`config.mk`:
```
export PLATFORM = sky130hd
export DESIGN_NAME = ctrl_regs_mc
export DESIGN_NICKNAME = d
export VERILOG_FILES = /design/src/rtl/ctrl_regs_mc.sv
export SDC_FILE = /design/constraint.sdc
export NUM_CORES = 1
export LEC_CHECK = 0
export CAP_MARGIN = 20
export CORE_UTILIZATION = 45
export CTS_BUF_LIST = sky130_fd_sc_hd__clkbuf_2
export DETAILED_ROUTE_END_ITERATION = 8
export GPL_TIMING_DRIVEN = 0
export MAX_ROUTING_LAYER = met4
export PLACE_DENSITY = 0.95
export SYNTH_ARGS = -nofsm -noshare
export SYNTH_HDL_FRONTEND = slang
export SYNTH_SLANG_ARGS = --single-unit
```
`constraint.sdc`:
```
create_clock -name clk_i -period 2.1 [get_ports clk_i]
set_input_delay 0.42 -clock clk_i [delete_from_list [all_inputs] [get_ports clk_i]]
set_output_delay 0.42 -clock clk_i [all_outputs]
set_load 0.01 [all_outputs]
```
`src/rtl/ctrl_regs_mc.sv`:
```
// ctrl_regs_mc: N-channel control/status register file for the MCDF datapath.
//
// Decodes the cmd bus into per-channel R&W config registers (en/prio/pkglen), read-only FIFO
// margin registers, a sticky W1C "FIFO full" status register and, optionally, an irq mask.
// Config outputs feed the slave channels and arbiter; margins come from the slave FIFOs.
//
// Optional feature macro: MCDF_REG_IRQ_EN (adds the mask register at MASK_ADDR and irq_o).
//
// Ports:
//   clk_i          clock, rising edge
//   rstn_i         asynchronous active-low reset
//   cmd_i          2'b10 write, 2'b01 read, 2'b00 / 2'b11 idle
//   cmd_addr_i     byte address (word aligned)
//   cmd_data_i     write data
//   cmd_data_o     registered read data, held until the next read
//   cmd_rvalid_o   1-cycle pulse, cmd_data_o updated
//   cmd_err_o      1-cycle pulse, illegal access
//   slv_margin_i   per-channel FIFO margin, ch n at [n*MARGIN_W +: MARGIN_W]
//   slv_en_o       per-channel enable
//   slv_prio_o     per-channel priority, ch n at [2n +: 2]
//   slv_pkglen_o   per-channel packet-length code, ch n at [3n +: 3]
//   irq_o          registered interrupt (0 without MCDF_REG_IRQ_EN)
module ctrl_regs_mc #(
  parameter int unsigned         CH_NUM     = 3,
  parameter int unsigned         ADDR_W     = 8,
  parameter int unsigned         DATA_W     = 32,
  parameter int unsigned         MARGIN_W   = 8,
  parameter int unsigned         FIFO_DEPTH = 32,
  parameter logic [ADDR_W-1:0]   RW_BASE    = 'h00,
  parameter logic [ADDR_W-1:0]   R_BASE     = 'h10,
  parameter logic [ADDR_W-1:0]   STAT_ADDR  = 'h30,
  parameter logic [ADDR_W-1:0]   MASK_ADDR  = 'h34
) (
  input  logic                         clk_i,
  input  logic                         rstn_i,
  input  logic [1:0]                   cmd_i,
  input  logic [ADDR_W-1:0]            cmd_addr_i,
  input  logic [DATA_W-1:0]            cmd_data_i,
  output logic [DATA_W-1:0]            cmd_data_o,
  output logic                         cmd_rvalid_o,
  output logic                         cmd_err_o,
  input  logic [MARGIN_W*CH_NUM-1:0]   slv_margin_i,
  output logic [CH_NUM-1:0]            slv_en_o,
  output logic [2*CH_NUM-1:0]          slv_prio_o,
  output logic [3*CH_NUM-1:0]          slv_pkglen_o,
  output logic                         irq_o
);

  localparam logic [5:0] CfgRst = 6'h07;

  logic [5:0]          cfg_q    [CH_NUM];
  logic [5:0]          cfg_d    [CH_NUM];
  logic [MARGIN_W-1:0] margin_q [CH_NUM];
  logic [CH_NUM-1:0]   stat_q, stat_d, stat_set, stat_clr;
  logic [DATA_W-1:0]   rdata_q, rdata_d, rd_val;
  logic                rvalid_q, rvalid_d, err_q, err_d;
  logic                is_wr, is_rd, legal;
`ifdef MCDF_REG_IRQ_EN
  logic [CH_NUM-1:0]   mask_q, mask_d;
  logic                irq_q;
`endif

  // Upper write-data bits land only in reserved fields.
  logic unused_data;
  assign unused_data = ^cmd_data_i;

  always_comb begin
    is_wr    = (cmd_i == 2'b10);
    is_rd    = (cmd_i == 2'b01);
    cfg_d    = cfg_q;
    rdata_d  = rdata_q;
    rvalid_d = 1'b0;
    err_d    = 1'b0;
    legal    = 1'b0;
    rd_val   = '0;
    stat_clr = '0;
    stat_set = '0;
`ifdef MCDF_REG_IRQ_EN
    mask_d   = mask_q;
`endif

    if (cmd_addr_i[1:0] == 2'b00) begin
      for (int n = 0; n < CH_NUM; n++) begin
        if (cmd_addr_i == RW_BASE + ADDR_W'(4 * n)) begin
          legal  = 1'b1;
          rd_val = DATA_W'(cfg_q[n]);
          if (is_wr) cfg_d[n] = cmd_data_i[5:0];
        end
        // Margin registers are read-only: a write there is illegal.
        if (cmd_addr_i == R_BASE + ADDR_W'(4 * n)) begin
          legal  = is_rd;
          rd_val = DATA_W'(margin_q[n]);
        end
      end
      if (cmd_addr_i == STAT_ADDR) begin
        legal  = 1'b1;
        rd_val = DATA_W'(stat_q);
        if (is_wr) stat_clr = cmd_data_i[CH_NUM-1:0];
      end
`ifdef MCDF_REG_IRQ_EN
      if (cmd_addr_i == MASK_ADDR) begin
        legal  = 1'b1;
        rd_val = DATA_W'(mask_q);
        if (is_wr) mask_d = cmd_data_i[CH_NUM-1:0];
      end
`endif
    end

    if (is_rd) begin
      rvalid_d = 1'b1;
      rdata_d  = legal ? rd_val : '0;
      err_d    = ~legal;
    end else if (is_wr) begin
      err_d    = ~legal;
    end

    // A FIFO-full event in the same cycle as a W1C keeps the bit set.
    for (int n = 0; n < CH_NUM; n++) begin
      stat_set[n] = (slv_margin_i[n*MARGIN_W +: MARGIN_W] == '0);
    end
    stat_d = (stat_q & ~stat_clr) | stat_set;
  end

  always_ff @(posedge clk_i or negedge rstn_i) begin
    if (!rstn_i) begin
      for (int n = 0; n < CH_NUM; n++) begin
        cfg_q[n]    <= CfgRst;
        margin_q[n] <= MARGIN_W'(FIFO_DEPTH);
      end
      stat_q   <= '0;
      rdata_q  <= '0;
      rvalid_q <= 1'b0;
      err_q    <= 1'b0;
`ifdef MCDF_REG_IRQ_EN
      mask_q   <= '0;
      irq_q    <= 1'b0;
`endif
    end else begin
      for (int n = 0; n < CH_NUM; n++) begin
        cfg_q[n]    <= cfg_d[n];
        margin_q[n] <= slv_margin_i[n*MARGIN_W +: MARGIN_W];
      end
      stat_q   <= stat_d;
      rdata_q  <= rdata_d;
      rvalid_q <= rvalid_d;
      err_q    <= err_d;
`ifdef MCDF_REG_IRQ_EN
      mask_q   <= mask_d;
      irq_q    <= |(stat_q & mask_q);
`endif
    end
  end

  always_comb begin
    for (int n = 0; n < CH_NUM; n++) begin
      slv_en_o[n]           = cfg_q[n][0];
      slv_prio_o[2*n +: 2]  = cfg_q[n][2:1];
      slv_pkglen_o[3*n +: 3] = cfg_q[n][5:3];
    end
  end

  assign cmd_data_o   = rdata_q;
  assign cmd_rvalid_o = rvalid_q;
  assign cmd_err_o    = err_q;
`ifdef MCDF_REG_IRQ_EN
  assign irq_o = irq_q;
`else
  assign irq_o = 1'b0;
`endif

endmodule

```
After elaboration in Yosys (flattened, before gate mapping)
Index checks and enable logic that the tools add are counted.

storage, ports and cells
  flip-flop bits (word level) = 79
  latch bits = 0
  bits in writable memories = 0
  ROM bits = 0
  output and inout bits = 53
  memories = 0

operators by class
  add/sub/neg operators = 0
  multiply operators = 0
  div/mod/pow operators = 0
  magnitude comparators = 0
  equality and inequality tests = 8
  shift operators = 0
  multiplexer cells = 23
  bitwise logic cells = 4
  reduce and logical (&&, ||, !) cells = 8

operators by type and width
  cell                                           count
  2-to-1 mux 32 bit                              8
  zero test 8 bit                                4
  == test 8 x 5 -> 1 bit, second input constant  3
  2-to-1 mux 1 bit                               11
  2-to-1 mux 3 bit                               3
  AND reduction 3 bit                            3
  == test 8 x 3 -> 1 bit, second input constant  1
  == test 8 x 4 -> 1 bit, second input constant  1
  == test 8 x 6 -> 1 bit, second input constant  1
  2-to-1 mux 6 bit                               1
  AND 3 bit                                      1
  NOT 3 bit                                      1
  OR 3 bit                                       1
  == test 2 x 1 -> 1 bit, second input constant  1
  == test 2 bit, second input constant           1
  zero test 2 bit                                1
  NOT 1 bit                                      1

Logic depth before layout (Yosys ltp)
Gate-level depths: netlist (run 1).

  depth after elaboration = 12
  mapped depth = 6
  mapped depth without buffers = 5

Worst setup path after synthesis (run 1)
Ideal clock, no wire load.

  path kind = input-to-reg
  start point = in cmd_addr_i[5]
  end point = reg cfg_q (netlist bit slv_pkglen_o[6])
  library setup time = 0.125 ns
  arrival time = 1.512 ns
  data required time = 1.975 ns
  slack = 0.463 ns
  stages = 4
  path buffers = 0
  cells stage by stage = or3_1 -> nor3_2 -> nand2_1 -> mux2_2

between the ends
  cells in the longest elaborated chain, start to end = 2

RTL lines
  element                         line  text
  start: declaration              37    input logic [ADDR_W-1:0] cmd_addr_i,
  == test 8 x 4 -> 1 bit          84    if (cmd_addr_i == RW_BASE + ADDR_W'(4 * n)) begin
  AND reduction 3 bit (no line)   n/a
  end signal: indexed assignment  127   cfg_q[n] <= CfgRst;
  end signal: indexed assignment  140   cfg_q[n] <= cfg_d[n];
  end: declaration                51    logic [5:0] cfg_q [CH_NUM];

Every way passes these cells.
A chain may end at the register's enable or synchronous reset.

Worst setup path in the final report (run 1)
  start point = reg cfg_q (netlist bit slv_en_o[2])
  end point = out slv_en_o[2]

RTL lines
  element           line  text
  end: declaration  43    output logic [CH_NUM-1:0] slv_en_o,

No word-level cell between the ends.

==> results of run 1 <==
[routing by layer]
metal / global-route usage / wire [µm]
met1: 0.2516 / 2341
met2: 0.3802 / 3096
met3: 0.05389 / 442
met4: 0.09808 / 212
met5: - / 0
[stage by stage]
step | setup slack [ns] | instances
after floorplan | 0.4629 | 231
after global placement | -0.7846 | 369
after detailed placement | -0.2804 | 370
after CTS | 0.05433 | 379
after global routing | 0.01410 | 379
final | 0.06651 | 379
[cells in the final DEF (no fill, tap or decap), types with 2 or more instances in the layout]
cell and count:
sky130_fd_sc_hd__mux4_2 2, sky130_fd_sc_hd__or3_1 2, sky130_fd_sc_hd__mux2_2 20, sky130_fd_sc_hd__nand2b_1 2, sky130_fd_sc_hd__o21bai_1 2, sky130_fd_sc_hd__o21ai_0 9, sky130_fd_sc_hd__clkbuf_2 5, sky130_fd_sc_hd__mux2i_1 9
sky130_fd_sc_hd__nor2_1 8, sky130_fd_sc_hd__nand2_1 21, sky130_fd_sc_hd__a22oi_1 2, sky130_fd_sc_hd__o31ai_1 5, sky130_fd_sc_hd__dfrtp_1 43, sky130_fd_sc_hd__a22o_1 3, sky130_fd_sc_hd__conb_1 25, sky130_fd_sc_hd__clkdlybuf4s50_1 67
sky130_fd_sc_hd__dfstp_2 12, sky130_fd_sc_hd__buf_2 4, sky130_fd_sc_hd__nor2b_1 3, sky130_fd_sc_hd__nor3_2 2, sky130_fd_sc_hd__nor3_1 3, sky130_fd_sc_hd__a31oi_1 3, sky130_fd_sc_hd__buf_4 25, sky130_fd_sc_hd__nor4_1 6
sky130_fd_sc_hd__a21oi_1 6
[sequential cells by signal, indices dropped and copies added (netlist names)]
| signal | count |
|---|---|
| cmd_rvalid_o | 1 |
| slv_prio_o | 6 |
| margin_q | 24 |
| cmd_err_o | 1 |
| stat_q | 3 |
| slv_pkglen_o | 9 |
| slv_en_o | 3 |
| cmd_data_o | 8 |
[cell type report]
cell class | count | share of cell area
Clock inverter | 3 | 0.01126
Tap cell | 70 | 0.02543
Sequential cell | 55 | 0.4039
Multi-Input combinational cell | 146 | 0.2862
Clock buffer | 5 | 0.007265
Buffer | 29 | 0.05993
Inverter | 1 | 0.001090
Timing Repair Buffer | 70 | 0.2049
[power groups by stage]
| stage | clock [mW] | sequential [mW] | combinational [mW] |
|---|---|---|---|
| after floorplan | 0 | 1.15 | 0.131 |
| after global placement | 0 | 1.15 | 0.285 |
| after detailed placement | 0 | 1.15 | 0.298 |
| after CTS | 0.524 | 1.13 | 0.303 |
| after global routing | 0.564 | 1.14 | 0.326 |
| final | 0.515 | 1.13 | 0.305 |
[how the worst max path moves through the flow]
stage | to | slack (ns) | cells after the start
3_3_place_gp | margin_q[6] | -0.78 | 1
3_5_place_dp | stat_q[1] | -0.28 | 6
5_1_grt | slv_prio_o[2] | 0.01 | 1
4_1_cts | slv_en_o[2] | 0.05 | 1
6_report | slv_en_o[2] | 0.07 | 1
2_1_floorplan | slv_pkglen_o[6] | 0.46 | 4
[logic make-up after synthesis]
kind of cell / share of synthesized area
other cells: 0.001502
compound gates: 0.09319
mux: 0.1443
buf+inv: 0.08416
simple gates: 0.1197
flops: 0.5571
[what timing repair did]
action	4_1_cts	5_1_grt
endpoints found under the hold margin	20	0
hold buffers	1	0
endpoints found under the setup margin	0	0
==> out/metrics.csv, run 1 <==
stage;metric;value;unit
logic_synthesis;yosysSeqAreaShare;0.5571;
layout;multi_input_comb_area;985.9;µm²
worst_setup_path;path_class;reg -> out;
placed_design;port_buffers;68;
clock_tree;insertion_delay;0.45;ns
worst_setup_path;worst_reg2reg_endpoint;cmd_data_o[2];
logic_synthesis;number_of_storage_elements_in_the_synthesis_netlist;55;
global_route;track_usage;0.2242;
logic_synthesis;synth.most_common_cell;sky130_fd_sc_hd__dfrtp_1;
layout;postLayoutCoreUtil;0.6577;
logic_synthesis;fraction_of_post_synthesis_cell_area_in_the_top_cell_type_by_area;0.4309;
worst_setup_path;worst-path-max-fanout;3;
global_route;grt_remaining_overflow;0;
logic_synthesis;syn_inst;207;
logic_synthesis;ys_dominant_reg_cell;sky130_fd_sc_hd__dfrtp_1;
clock_tree;cts.root.buffer_cell;sky130_fd_sc_hd__clkbuf_2;
die;die_area;5851;µm²
die;die_extent_in_x;76.50;µm
placed_design;hpwlAfterDp;4710;µm
pwr;power.leakage;1.522;nW
placed_design;placed_area;3371;µm²
clock_tree;clock_sink_count;55;
pwr;pwr-share-seq;0.580;
sta;slew_headroom;0.5738;
worst_hold_path;worstHoldStart;slv_margin_i[21];
pwr;internal_power;1.472;mW
logic_synthesis;synthDominantAreaCellType;sky130_fd_sc_hd__dfrtp_1;
layout;drive_gt1_frac;0.2460;
layout;nNetsFinal;376;
worst_setup_path;r2r-start;slv_prio_o[1];
clock_tree;clk_pin_slew_worst_paths;0.27;ns
run_status;run_status;finished, final reports clean;
clock_tree;tritoncts.num_buffers;5;
worst_hold_path;min_path_cells;1;
logic_synthesis;synth-edff-count;0;
logic_synthesis;async_flop_share;1.000;
detailed_routing;drt_pass1_iterations;4;
detailed_routing;ant_nets;0;
clock_tree;cts_tree;yes;
sta;slew_viol_final;0;
sta;fin_crit;2.033;ns
global_route;number_of_global_route_vias_before_repair;1959;
worst_setup_path;timing.critical_path.slowest_stage_cell;sky130_fd_sc_hd__dfstp_2;
pwr;power_switching_share;0.2465;
clock_tree;cts_repair_resize_count;0;
detailed_routing;detail_route.drc_violations;0;
worst_setup_path;worst_path_cell_chain;clkdlybuf4s50_1;
global_route;global_route_wire_length_before_repair;9694;µm
sta;fin_skew;0.02622;ns
clock_tree;cts.repair_timing.setup_buffer_count;0;
sta;setup_viol;0;
die;floorplan.initialDensity;0.4768;
die;placement_rows;26;
global_route;number_of_antenna_violations_at_the_first_check_in_global_routing;0;
pwr;peakVddDrop;0.0005519;V
worst_setup_path;worstSetupEndpointType;primary output;
logic_synthesis;synthTopCellsByArea;sky130_fd_sc_hd__dfrtp_1 43%, sky130_fd_sc_hd__dfstp_2 13%, sky130_fd_sc_hd__mux2_2 9.0%;
die;fp.dieH;76.50;µm
sta;finalCritPeriodShare;0.9683;
worst_setup_path;r2r_setup_slk;0.68;ns
flow_run;cap_violations;0;
worst_hold_path;worstHoldEndpoint;margin_q[5];
logic_synthesis;post_synth.cell_area_avg;12.06;µm²
clock_tree;clock_tree.htree_level_count;2;
pwr;finalPower;1.954;mW
pwr;switchingPower;481.7;µW
worst_setup_path;crit_required;1.68;ns
layout;n_fill_cell;385;
sta;max_fclk;491.8;MHz
pwr;pwr_density_cell;567.3;nW/µm²
worst_setup_path;cp.buffers_inverters;1;
logic_synthesis;synth_area;2497;µm²
worst_setup_path;timing.critical_path.max_delay_family;flip-flops;
placed_design;gp_congestion;0.9398;
sta;fin_hold_ws;0.3650;ns
layout;postLayoutCellArea;3445;µm²
detailed_routing;wire_per_inst;16.07;µm
sta;setup_repair_after_global_routing_missed_its_margin;no;
sta;hold_viol_final;0;
detailed_routing;drt_first_iter_violations;123;
worst_setup_path;r2r_cells;4;
pwr;pwr-share-comb;0.156;
detailed_routing;routed_vias_inst;5.158;
layout;seq_area;1391;µm²
worst_setup_path;startpoint_type;flip-flop;
die;io_pins;121;
logic_synthesis;synthTopCellsByCount;43 x sky130_fd_sc_hd__dfrtp_1, 25 x sky130_fd_sc_hd__buf_4, 21 x sky130_fd_sc_hd__nand2_1, 20 x sky130_fd_sc_hd__mux2_2, 12 x sky130_fd_sc_hd__dfstp_2;
worst_hold_path;worstHoldPathType;in -> reg;
layout;antenna-diode-count;0;
pwr;share_clk_of_total_power;0.264;
detailed_routing;wl;6092;µm
logic_synthesis;synth_cell_type_count;38;
sta;setup_total_negative_slack;0;ns
worst_setup_path;crit_start;slv_en_o[2];
detailed_routing;detailroute.via_count;1955;
sta;actual_slew_at_the_worst_max_slew_pin;0.6344;ns
global_route;grt_max_degree;29;
die;coreArea;5238;µm²
logic_synthesis;ys_warn_count;0;
clock_tree;clk_path_buf_depth;2;
worst_setup_path;crit_path_arrival_time;1.61;ns
worst_setup_path;max_stage_delay;0.62;ns
layout;layout-area-overhead-vs-synth;37.93;%
(Power assumes the default switching activity.)
==> inputs of run 2 (changes only) <==
--- a/config.mk
+++ b/config.mk
@@ -5,6 +5,7 @@
 export SDC_FILE = /design/constraint.sdc
 export NUM_CORES = 1
 export LEC_CHECK = 0
+export ABC_CLOCK_PERIOD_IN_PS = 2100
 export CAP_MARGIN = 20
 export CORE_UTILIZATION = 45
 export CTS_BUF_LIST = sky130_fd_sc_hd__clkbuf_2
==> results of run 2 <==
Final layout, timing and power as in run 1 (identical DEF).
==> inputs of run 3 (changes only) <==
--- a/config.mk
+++ b/config.mk
@@ -5,7 +5,6 @@
 export SDC_FILE = /design/constraint.sdc
 export NUM_CORES = 1
 export LEC_CHECK = 0
-export ABC_CLOCK_PERIOD_IN_PS = 2100
 export CAP_MARGIN = 20
 export CORE_UTILIZATION = 45
 export CTS_BUF_LIST = sky130_fd_sc_hd__clkbuf_2
==> results of run 3 <==
Final layout, timing and power as in run 1 (identical DEF).
